**config.mk**
```make
export PLATFORM = sky130hd
export DESIGN_NAME = apb4_regs_bridge
export DESIGN_NICKNAME = d
export VERILOG_FILES = /design/src/rtl/apb_regs_pkg.sv /design/src/rtl/apb_timeout_cnt.sv /design/src/rtl/apb4_regs_bridge.sv
export SDC_FILE = /design/constraint.sdc
export NUM_CORES = 1
export LEC_CHECK = 0
export ABC_AREA = 1
export BUFFER_PORTS_ARGS = -buffer_cell sky130_fd_sc_hd__buf_2
export CAP_MARGIN = 25
export CORE_MARGIN = 1.5
export CORE_UTILIZATION = 51
export DETAILED_ROUTE_END_ITERATION = 16
export GPL_ROUTABILITY_DRIVEN = 0
export GPL_TIMING_DRIVEN = 0
export PLACE_DENSITY = 0.85
export SYNTH_ARGS = -nofsm -noshare
export SYNTH_HDL_FRONTEND = slang
export SYNTH_SLANG_ARGS = --single-unit
```
**constraint.sdc**
```tcl
create_clock -name pclk -period 2.92 [get_ports pclk]
set_input_delay 0.438 -clock pclk [delete_from_list [all_inputs] [get_ports pclk]]
set_output_delay 0.438 -clock pclk [all_outputs]
set_load 0.05 [all_outputs]
```
**src/rtl/apb_regs_pkg.sv**
```systemverilog
// Shared types and helpers for the APB4 register bridge.
// Holds the FSM state encoding and the address alignment check.
package apb_regs_pkg;

    typedef enum logic [1:0] {IDLE, WAIT, RESP} apb_st_e;

    localparam int DEF_DATA_WD = 32;
    localparam int STRB_WD     = DEF_DATA_WD / 8;

    function automatic logic is_aligned(
        input logic [31:0] addr,
        input int          strb_wd
    );
        return (addr & 32'(strb_wd - 1)) == 32'd0;
    endfunction

endpackage

```
**src/rtl/apb_timeout_cnt.sv**
```systemverilog
// Saturating WAIT-cycle counter for the APB register bridge.
// expired_o flags the last allowed WAIT cycle; tied low when disabled.
module apb_timeout_cnt #(
    parameter int TIMEOUT_CYC = 16
) (
    input  logic clk_i,
    input  logic rst_ni,
    input  logic clr_i,
    input  logic en_i,
    output logic expired_o
);

    if (TIMEOUT_CYC == 0) begin : g_off
        logic unused_in;
        assign unused_in = ^{clk_i, rst_ni, clr_i, en_i};
        assign expired_o = 1'b0;
    end else begin : g_on
        localparam int CW = $clog2(TIMEOUT_CYC + 1);
        localparam logic [CW-1:0] CMAX = CW'(TIMEOUT_CYC);
        localparam logic [CW-1:0] CEXP = CW'(TIMEOUT_CYC - 1);

        logic [CW-1:0] cnt_q, cnt_d;

        // Clear outside WAIT, count idle WAIT cycles, hold at the cap.
        always_comb begin
            cnt_d = cnt_q;
            if (clr_i) begin
                cnt_d = '0;
            end else if (en_i && cnt_q != CMAX) begin
                cnt_d = cnt_q + CW'(1);
            end
        end

        // Counter register.
        always_ff @(posedge clk_i or negedge rst_ni) begin
            if (!rst_ni) begin
                cnt_q <= '0;
            end else begin
                cnt_q <= cnt_d;
            end
        end

        assign expired_o = (cnt_q == CEXP);
    end

endmodule

```
**src/rtl/apb4_regs_bridge.sv**
```systemverilog
// APB4 slave front-end driving a req/ack register backend.
// Adds range/alignment errors, wait states and a backend timeout.
module apb4_regs_bridge
    import apb_regs_pkg::*;
#(
    parameter int          ADDR_WD     = 12,
    parameter int          DATA_WD     = 32,
    parameter int unsigned ADDR_LIMIT  = 'h100,
    parameter int          TIMEOUT_CYC = 16
) (
    input  logic                 pclk,
    input  logic                 preset_n,
    input  logic                 psel,
    input  logic                 penable,
    input  logic [ADDR_WD-1:0]   paddr,
    input  logic                 pwrite,
    input  logic [DATA_WD-1:0]   pwdata,
    input  logic [DATA_WD/8-1:0] pstrb,
    output logic [DATA_WD-1:0]   prdata,
    output logic                 pready,
    output logic                 pslverr,
    output logic                 reg_req,
    output logic                 reg_we,
    output logic [ADDR_WD-1:0]   reg_addr,
    output logic [DATA_WD-1:0]   reg_wdata,
    output logic [DATA_WD/8-1:0] reg_be,
    input  logic                 reg_ack,
    input  logic [DATA_WD-1:0]   reg_rdata,
    input  logic                 reg_err
);

    localparam int SW = DATA_WD / 8;
    localparam logic [ADDR_WD-1:0] AMASK = ~ADDR_WD'(SW - 1);

    apb_st_e              state_q, state_d;
    logic                 we_q, we_d;
    logic [ADDR_WD-1:0]   addr_q, addr_d;
    logic [DATA_WD-1:0]   wdata_q, wdata_d;
    logic [SW-1:0]        be_q, be_d;
    logic [DATA_WD-1:0]   rdata_q, rdata_d;
    logic                 err_q, err_d;

    logic setup, illegal, in_wait, in_resp, expired;

    assign setup   = psel & ~penable;
    assign illegal = (32'(paddr) >= 32'(ADDR_LIMIT))
                   | ~is_aligned(32'(paddr), SW);
    assign in_wait = (state_q == WAIT) & psel;
    assign in_resp = (state_q == RESP) & psel & penable;

    apb_timeout_cnt #(
        .TIMEOUT_CYC(TIMEOUT_CYC)
    ) u_tmo (
        .clk_i    (pclk),
        .rst_ni   (preset_n),
        .clr_i    (state_q != WAIT),
        .en_i     (in_wait & ~reg_ack),
        .expired_o(expired)
    );

    // Next state, request capture and response latching.
    always_comb begin
        state_d = state_q;
        we_d    = we_q;
        addr_d  = addr_q;
        wdata_d = wdata_q;
        be_d    = be_q;
        rdata_d = rdata_q;
        err_d   = err_q;
        unique case (state_q)
            IDLE: begin
                if (setup) begin
                    we_d    = pwrite;
                    addr_d  = paddr & AMASK;
                    wdata_d = pwdata;
                    be_d    = pwrite ? pstrb : '1;
                    rdata_d = '0;
                    err_d   = 1'b0;
                    if (illegal) begin
                        err_d   = 1'b1;
                        state_d = RESP;
                    end else if (pwrite && pstrb == '0) begin
                        state_d = RESP;
                    end else begin
                        state_d = WAIT;
                    end
                end
            end
            WAIT: begin
                if (!psel) begin
                    state_d = IDLE;
                end else if (reg_ack) begin
                    rdata_d = we_q ? '0 : reg_rdata;
                    err_d   = reg_err;
                    state_d = RESP;
                end else if (expired) begin
                    rdata_d = '0;
                    err_d   = 1'b1;
                    state_d = RESP;
                end
            end
            RESP:    state_d = IDLE;
            default: state_d = IDLE;
        endcase
    end

    // State, capture and response registers.
    always_ff @(posedge pclk or negedge preset_n) begin
        if (!preset_n) begin
            state_q <= IDLE;
            we_q    <= 1'b0;
            addr_q  <= '0;
            wdata_q <= '0;
            be_q    <= '0;
            rdata_q <= '0;
            err_q   <= 1'b0;
        end else begin
            state_q <= state_d;
            we_q    <= we_d;
            addr_q  <= addr_d;
            wdata_q <= wdata_d;
            be_q    <= be_d;
            rdata_q <= rdata_d;
            err_q   <= err_d;
        end
    end

    assign reg_req   = in_wait;
    assign reg_we    = we_q;
    assign reg_addr  = addr_q;
    assign reg_wdata = wdata_q;
    assign reg_be    = be_q;
    assign prdata    = rdata_q;
    assign pready    = in_resp;
    assign pslverr   = in_resp & err_q;

endmodule

```
==> metrics.yaml, run 1 <==
pwr:
  cellPowerDensity_nw_per_um2: 940
  p_int_mw: 2.56
  peakVddDrop_mv: 0.723
  p_leak_nw: 3.07
  combPwrFrac_pct: 44.4
  switching_share_pct: 46.7
  p_switching_mw: 2.24
  seqPwrFrac_pct: 35.1
  total_power_mw: 4.80
  power.share.clock_pct: 20.5
finish:
  drive_gt1_share_pct: 31.3
  nets: 766
  antenna_cells: 0
  num-fill-cells: 624
  seq_area_sq_um: 2180
  area_growth_pct: 31.6
  multi_input_area_sq_um: 1480
  fin_cells: 780
critical_path:
  cp.buffers_inverters: 2
  crit_required_ns: 2.48
  cp-start-kind: "register"
  cpMaxStageDelayCell: "dfrtp_1"
  crit_path_cell_trace: "inv_2 -> nand2_1 -> nor3_1 -> and2_1 -> buf_2"
  critPathTopFamily: "simple AND/OR/NAND/NOR gates"
  criticalPathCategory: "register to primary output"
  crit_arrival_ns: 1.75
  endpoint_kind: "primary output"
  crit_path_max_incr_delay_ns: 0.44
  crit_fanout: 5
synth:
  synth_cell_types: 22
  syn_inst: 495
  synth-edff-count: 0
  ys.flop_type: "dfrtp_1"
  syn_area_per_cell_sq_um: 7.84
  async_reset_ff_share_pct: 100
  ys_seq_area_share_pct: 56.1
  yosys_register_bits: 87
  syn_area_sq_um: 3880
  yosysWarnings: 0
status:
  status: "complete, no violations"
global_routing:
  first_global_vias: 3624
  antenna_found_initial: 0
  grt_pass1_wl_um: 16100
  grtUsageTotal_pct: 24.3
  grt_max_degree: 46
  gr-total-overflow: 0
sta:
  holdWs_ns: 0.0786
  finalSetupViolations: 0
  finalMaxSlewViolations: 0
  slew_headroom_pct: 61.4
  hold_violations: 0
  tightest_slew_ns: 0.579
  tns_ns: 0
  fin_skew_ns: 0.00971
  post-route-period-util_pct: 75.1
  rsz0062_at_grt: "no"
  max_freq_ghz: 0.456
  period_minus_slack_ns: 2.19
  layout_setup_ws_ns: 0.728
routing:
  antenna_left: 0
  routedWlPerCell_um: 12.1
  dr.pass1.iters: 4
  drtIter0Drc: 184
  drc: 0
  routed_wl_um: 9430
  vias: 3683
  vias_per_cell: 4.72
clocking:
  clkLatencyLatePin_ns: 0.34
  clock_path_buffers: 2
  cts_resized: 0
  cts_tree: "done"
  post_cts_buffers: 0
  htree_levels: 3
  holdBufCountCts: 0
  cts_root_buf: "clkbuf_8"
  clk_pin_slew_ns: 0.09
  clkSinkCount: 87
  cts_made_buffers: 9
placed_design:
  dp_slack_ns: 1.06
  dpl.hpwl_um: 7010
  dp_cells: 764
  io_buffers: 168
floorplanning:
  std_cell_rows: 31
  coreArea_sq_um: 7290
  die_w_um: 90.2
  die_area_sq_um: 8140
  die_height_um: 90.2
  ios: 171
  start_util_pct: 53.2
run:
  maxCapViolations: 0
worst_hold_path:
  hp-class: "input port to asynchronous set/reset pin"
per-stage QoR:
stage	instance area, sq um	utilization [%]
2_1_floorplan	3880	-
3_3_place_gp	4850	66.5
3_5_place_dp	4870	66.8
4_1_cts	5110	70.0
5_1_grt	5110	70.0
6_report	5110	70.0
cells in the final DEF (no fill, tap or decap), drive strengths merged:
| cell type | instances |
|---|---|
| a21oi | 1 |
| and2 | 1 |
| buf | 188 |
| bufinv | 3 |
| clkbuf | 14 |
| clkinv | 3 |
| conb | 2 |
| dfrtp | 87 |
| ha | 3 |
| inv | 18 |
| nand2 | 284 |
| nand3 | 15 |
| nand3b | 2 |
| nand4 | 2 |
| nor2 | 51 |
| nor3 | 1 |
| o21ai | 6 |
cell families after synthesis:
logic type | Yosys count | synth area share [%]
AND/OR/NAND/NOR | 356 | 36.1
flip-flops | 87 | 56.1
buffers and inverters | 41 | 5.87
AO/OA/AOI/OAI | 7 | 0.903
adder cells (fa/ha/maj) | 3 | 0.968
other | 1 | 0.0967
worst register-to-register path: stages, from the launching register on:
cell	delay (ns)
dfrtp_1	0.44
ha_1	0.24
nand2_1	0.10
nor2_1	0.05
ha_1	0.17
inv_1	0.05
nand3_1	0.08
nor2_2	0.17
inv_1	0.10
nand2_2	0.16
buf_6	0.16
nand2_1	0.07
nand2_1	0.06
Yosys cell counts (2+ instances only):
library cell  instances  area, sq um
buf_2                 8         40.0
buf_4                 5         37.5
buf_6                 6         67.6
clkbuf_1              4         15.0
dfrtp_1              87         2180
ha_1                  3         37.5
inv_1                14         52.6
inv_2                 4         15.0
nand2_1             283         1060
nand3_1              14         70.1
nand3b_1              2         15.0
nand4_1               2         12.5
nor2_1               47          176
nor2_2                2         12.5
nor2_4                2         22.5
o21ai_0               6         30.0
state kept, by name, summed over array words and instances, names as in the netlist:
signal            flops
prdata               32
reg_addr             10
reg_we                1
u_tmo.g_on.cnt_q      5
err_q                 1
reg_be                4
state_q               2
reg_wdata            32
power by group through the flow:
stage          Combinational, mW  Clock, mW  Sequential (mW)
2_1_floorplan              0.532          0             2.75
3_3_place_gp                2.11          0             1.69
3_5_place_dp                2.15          0             1.69
4_1_cts                     2.14       1.00             1.69
5_1_grt                     2.27       1.05             1.73
6_report                    2.13      0.982             1.69
metal layers:
metal | GRT usage, % | wire (um)
met1 | 31.2 | 4170
met2 | 41.0 | 4470
met3 | 5.75 | 693
met4 | 7.28 | 91
met5 | 0 | 0
final timing paths:
kind	startpoint	endpoint	slack (ns)	cells after the start
max	state_q[0]	pslverr	0.73	5
min	preset_n	prdata[22]	0.08	1
max reg2reg	u_tmo.g_on.cnt_q[0]	prdata[2]	1.02	12
min reg2reg	prdata[20]	prdata[20]	0.47	2
max in group asynchronous	preset_n	reg_wdata[18]	2.21	2
min in group pclk	pwdata[23]	reg_wdata[23]	0.28	3
final cells by class:
class | count | share of cell area [%]
Clock buffer | 10 | 2.50
Buffer | 23 | 3.14
Inverter | 18 | 1.32
Multi-Input combinational cell | 368 | 29.0
Tap cell | 99 | 2.43
Timing Repair Buffer | 169 | 16.9
Sequential cell | 87 | 42.6
Clock inverter | 6 | 2.13
Note: power is estimated with default switching activity, not from simulation.
==> run 2: changes to the inputs <==
--- a/config.mk
+++ b/config.mk
@@ -9,11 +9,11 @@
 export BUFFER_PORTS_ARGS = -buffer_cell sky130_fd_sc_hd__buf_2
 export CAP_MARGIN = 25
 export CORE_MARGIN = 1.5
-export CORE_UTILIZATION = 51
+export CORE_UTILIZATION = 43
 export DETAILED_ROUTE_END_ITERATION = 16
 export GPL_ROUTABILITY_DRIVEN = 0
 export GPL_TIMING_DRIVEN = 0
-export PLACE_DENSITY = 0.85
+export PLACE_DENSITY = 0.77
 export SYNTH_ARGS = -nofsm -noshare
 export SYNTH_HDL_FRONTEND = slang
 export SYNTH_SLANG_ARGS = --single-unit
==> constraint.sdc (replaced) <==
create_clock -name pclk -period 1.87 [get_ports pclk]
set_input_delay 0.2805 -clock pclk [delete_from_list [all_inputs] [get_ports pclk]]
set_output_delay 0.2805 -clock pclk [all_outputs]
set_load 0.05 [all_outputs]
==> run 2 against run 1 <==
Effect of this change:
- via count rose by 1.4%
- core utilization fell by 9.8 points
- worst hold slack improved by 0.046 ns
- critical path depth rose by 7
- critical path type is now register to register
- register-to-register slack got worse by 0.94 ns
- critical endpoint is now prdata[8]
- die area rose by 18%
- global-route usage fell by 3.6 points
- total power rose by 57%
- first-iteration DRC count fell by 31%
- count of clock-buffer cells in the layout fell by 1
- largest cell class unchanged
==> metrics.yaml, run 2 (synthesis results as in run 1) <==
status:
  status: "complete, no violations"
critical_path:
  crit_fanout: 5
  endpoint_kind: "register"
  crit_arrival_ns: 2.08
  cp-start-kind: "register"
  criticalPathCategory: "register to register"
  crit_required_ns: 2.16
pwr:
  cellPowerDensity_nw_per_um2: 1430
  p_leak_nw: 3.12
  peakVddDrop_mv: 1.18
sta:
  tns_ns: 0
  rsz0062_at_grt: "yes"
  post-route-period-util_pct: 95.5
  max_freq_ghz: 0.560
  hold_violations: 0
  period_minus_slack_ns: 1.79
  finalMaxSlewViolations: 0
  finalSetupViolations: 0
  tightest_slew_ns: 0.571
  slew_headroom_pct: 61.9
  fin_skew_ns: 0.00941
  holdWs_ns: 0.124
global_routing:
  grt_pass1_wl_um: 16100
  first_global_vias: 3572
  antenna_found_initial: 0
  grtUsageTotal_pct: 20.7
  grt_max_degree: 46
  gr-total-overflow: 0
finish:
  nets: 774
  most-common-layout-cells: "nand2_1 (283), buf_2 (174), dfrtp_1 (86)"
  drive_gt1_share_pct: 32.7
  area_growth_pct: 35.4
  num-fill-cells: 812
  design_area_sq_um: 5250
  antenna_cells: 0
  mostFrequentLayoutCell: "nand2_1"
floorplanning:
  ios: 171
  start_util_pct: 44.5
  std_cell_rows: 34
  die_w_um: 98.0
  coreArea_sq_um: 8720
  die_area_sq_um: 9600
  die_height_um: 98.0
run:
  maxCapViolations: 0
routing:
  routed_wl_um: 9990
  routedWlPerCell_um: 12.5
  antenna_left: 0
  vias: 3733
  drtIter0Drc: 127
  drc: 0
  dr.pass1.iters: 4
  vias_per_cell: 4.68
clocking:
  clkLatencyLatePin_ns: 0.35
  cts_made_buffers: 9
  clk_pin_slew_ns: 0.09
  cts_root_buf: "clkbuf_8"
  clock_path_buffers: 2
  clkSinkCount: 87
  cts_tree: "done"
  htree_levels: 3
placed_design:
  placed_area_sq_um: 4900
  dpl.hpwl_um: 7340
  io_buffers: 168
worst_hold_path:
  hp-class: "input port to register"
==> run 2: layer usage <==
| layer | routed length (um) | vias up | track usage, % | share of wire, % |
|---|---|---|---|---|
| li1 | - | 1864 | - | - |
| met1 | 4430 | 1715 | 27.0 | 44 |
| met2 | 4740 | 142 | 34.1 | 47 |
| met3 | 703 | 12 | 4.72 | 7.0 |
| met4 | 114 | 0 | 7.47 | 1.1 |
| met5 | 0 | - | 0 | 0 |
==> run 2: report_power, final <==
part	switching, mW	total, mW	internal [mW]
Clock	0.685	1.44	0.758
Sequential	0.288	2.65	2.36
Combinational	2.63	3.44	0.813
==> run 2: cell type report <==
cell class                 instances  area, sq um  area share, %
multi-input combinational        369         1530           29.0
tap                              108          135           2.57
clock buffer                       9          124           2.36
buffer                            23          175           3.33
inverter                          18         70.1           1.33
sequential                        87         2180           41.5
clock inverter                     7         95.1           1.81
timing repair buffer             176          950           18.1
==> run 2: critical path, stage by stage, from the launching register on <==
cell       delay (ns)
dfrtp_1          0.41
ha_1             0.22
nand2_1          0.09
nor2_1           0.05
ha_1             0.17
inv_1            0.07
nand3_2          0.10
nor2_4           0.17
inv_4            0.08
nand2_8          0.10
clkbuf_16        0.14
nand2_1          0.04
nand2_1          0.07
==> run 2: timing repair <==
| action | CTS | global route |
|---|---|---|
| pin swaps | 0 | 3 |
| gates cloned | 0 | 4 |
| setup buffers | 0 | 3 |
| setup endpoints to repair | 1 | 32 |
| hold buffers | 1 | 0 |
| endpoints found under the hold margin | 42 | 0 |
| gates resized for setup | 1 | 15 |
==> run 2: path summary, 6_finish.rpt <==
| check | depth (start not counted) | slack (ns) | startpoint | to |
|---|---|---|---|---|
| max | 12 | 0.08 | u_tmo.g_on.cnt_q[0] | prdata[8] |
| max in group asynchronous | 3 | 0.79 | preset_n | prdata[3] |
| min | 3 | 0.12 | pwdata[13] | reg_wdata[13] |
| min in group asynchronous | 2 | 0.47 | preset_n | reg_wdata[3] |
| min reg2reg | 2 | 0.47 | prdata[0] | prdata[0] |
| max reg2reg | 12 | 0.08 | u_tmo.g_on.cnt_q[0] | prdata[8] |
==> run 2: per-stage QoR <==
stage	setup WS, ns	utilization [%]	total power [mW]	instances
finish	0.0834	60.2	7.53	797
global route	-0.0252	60.2	7.92	797
CTS	0.0201	58.9	7.51	790
detailed placement	0.0270	56.2	6.04	773
global placement	-0.215	55.9	5.97	772
floorplan	0.0629	-	5.13	496
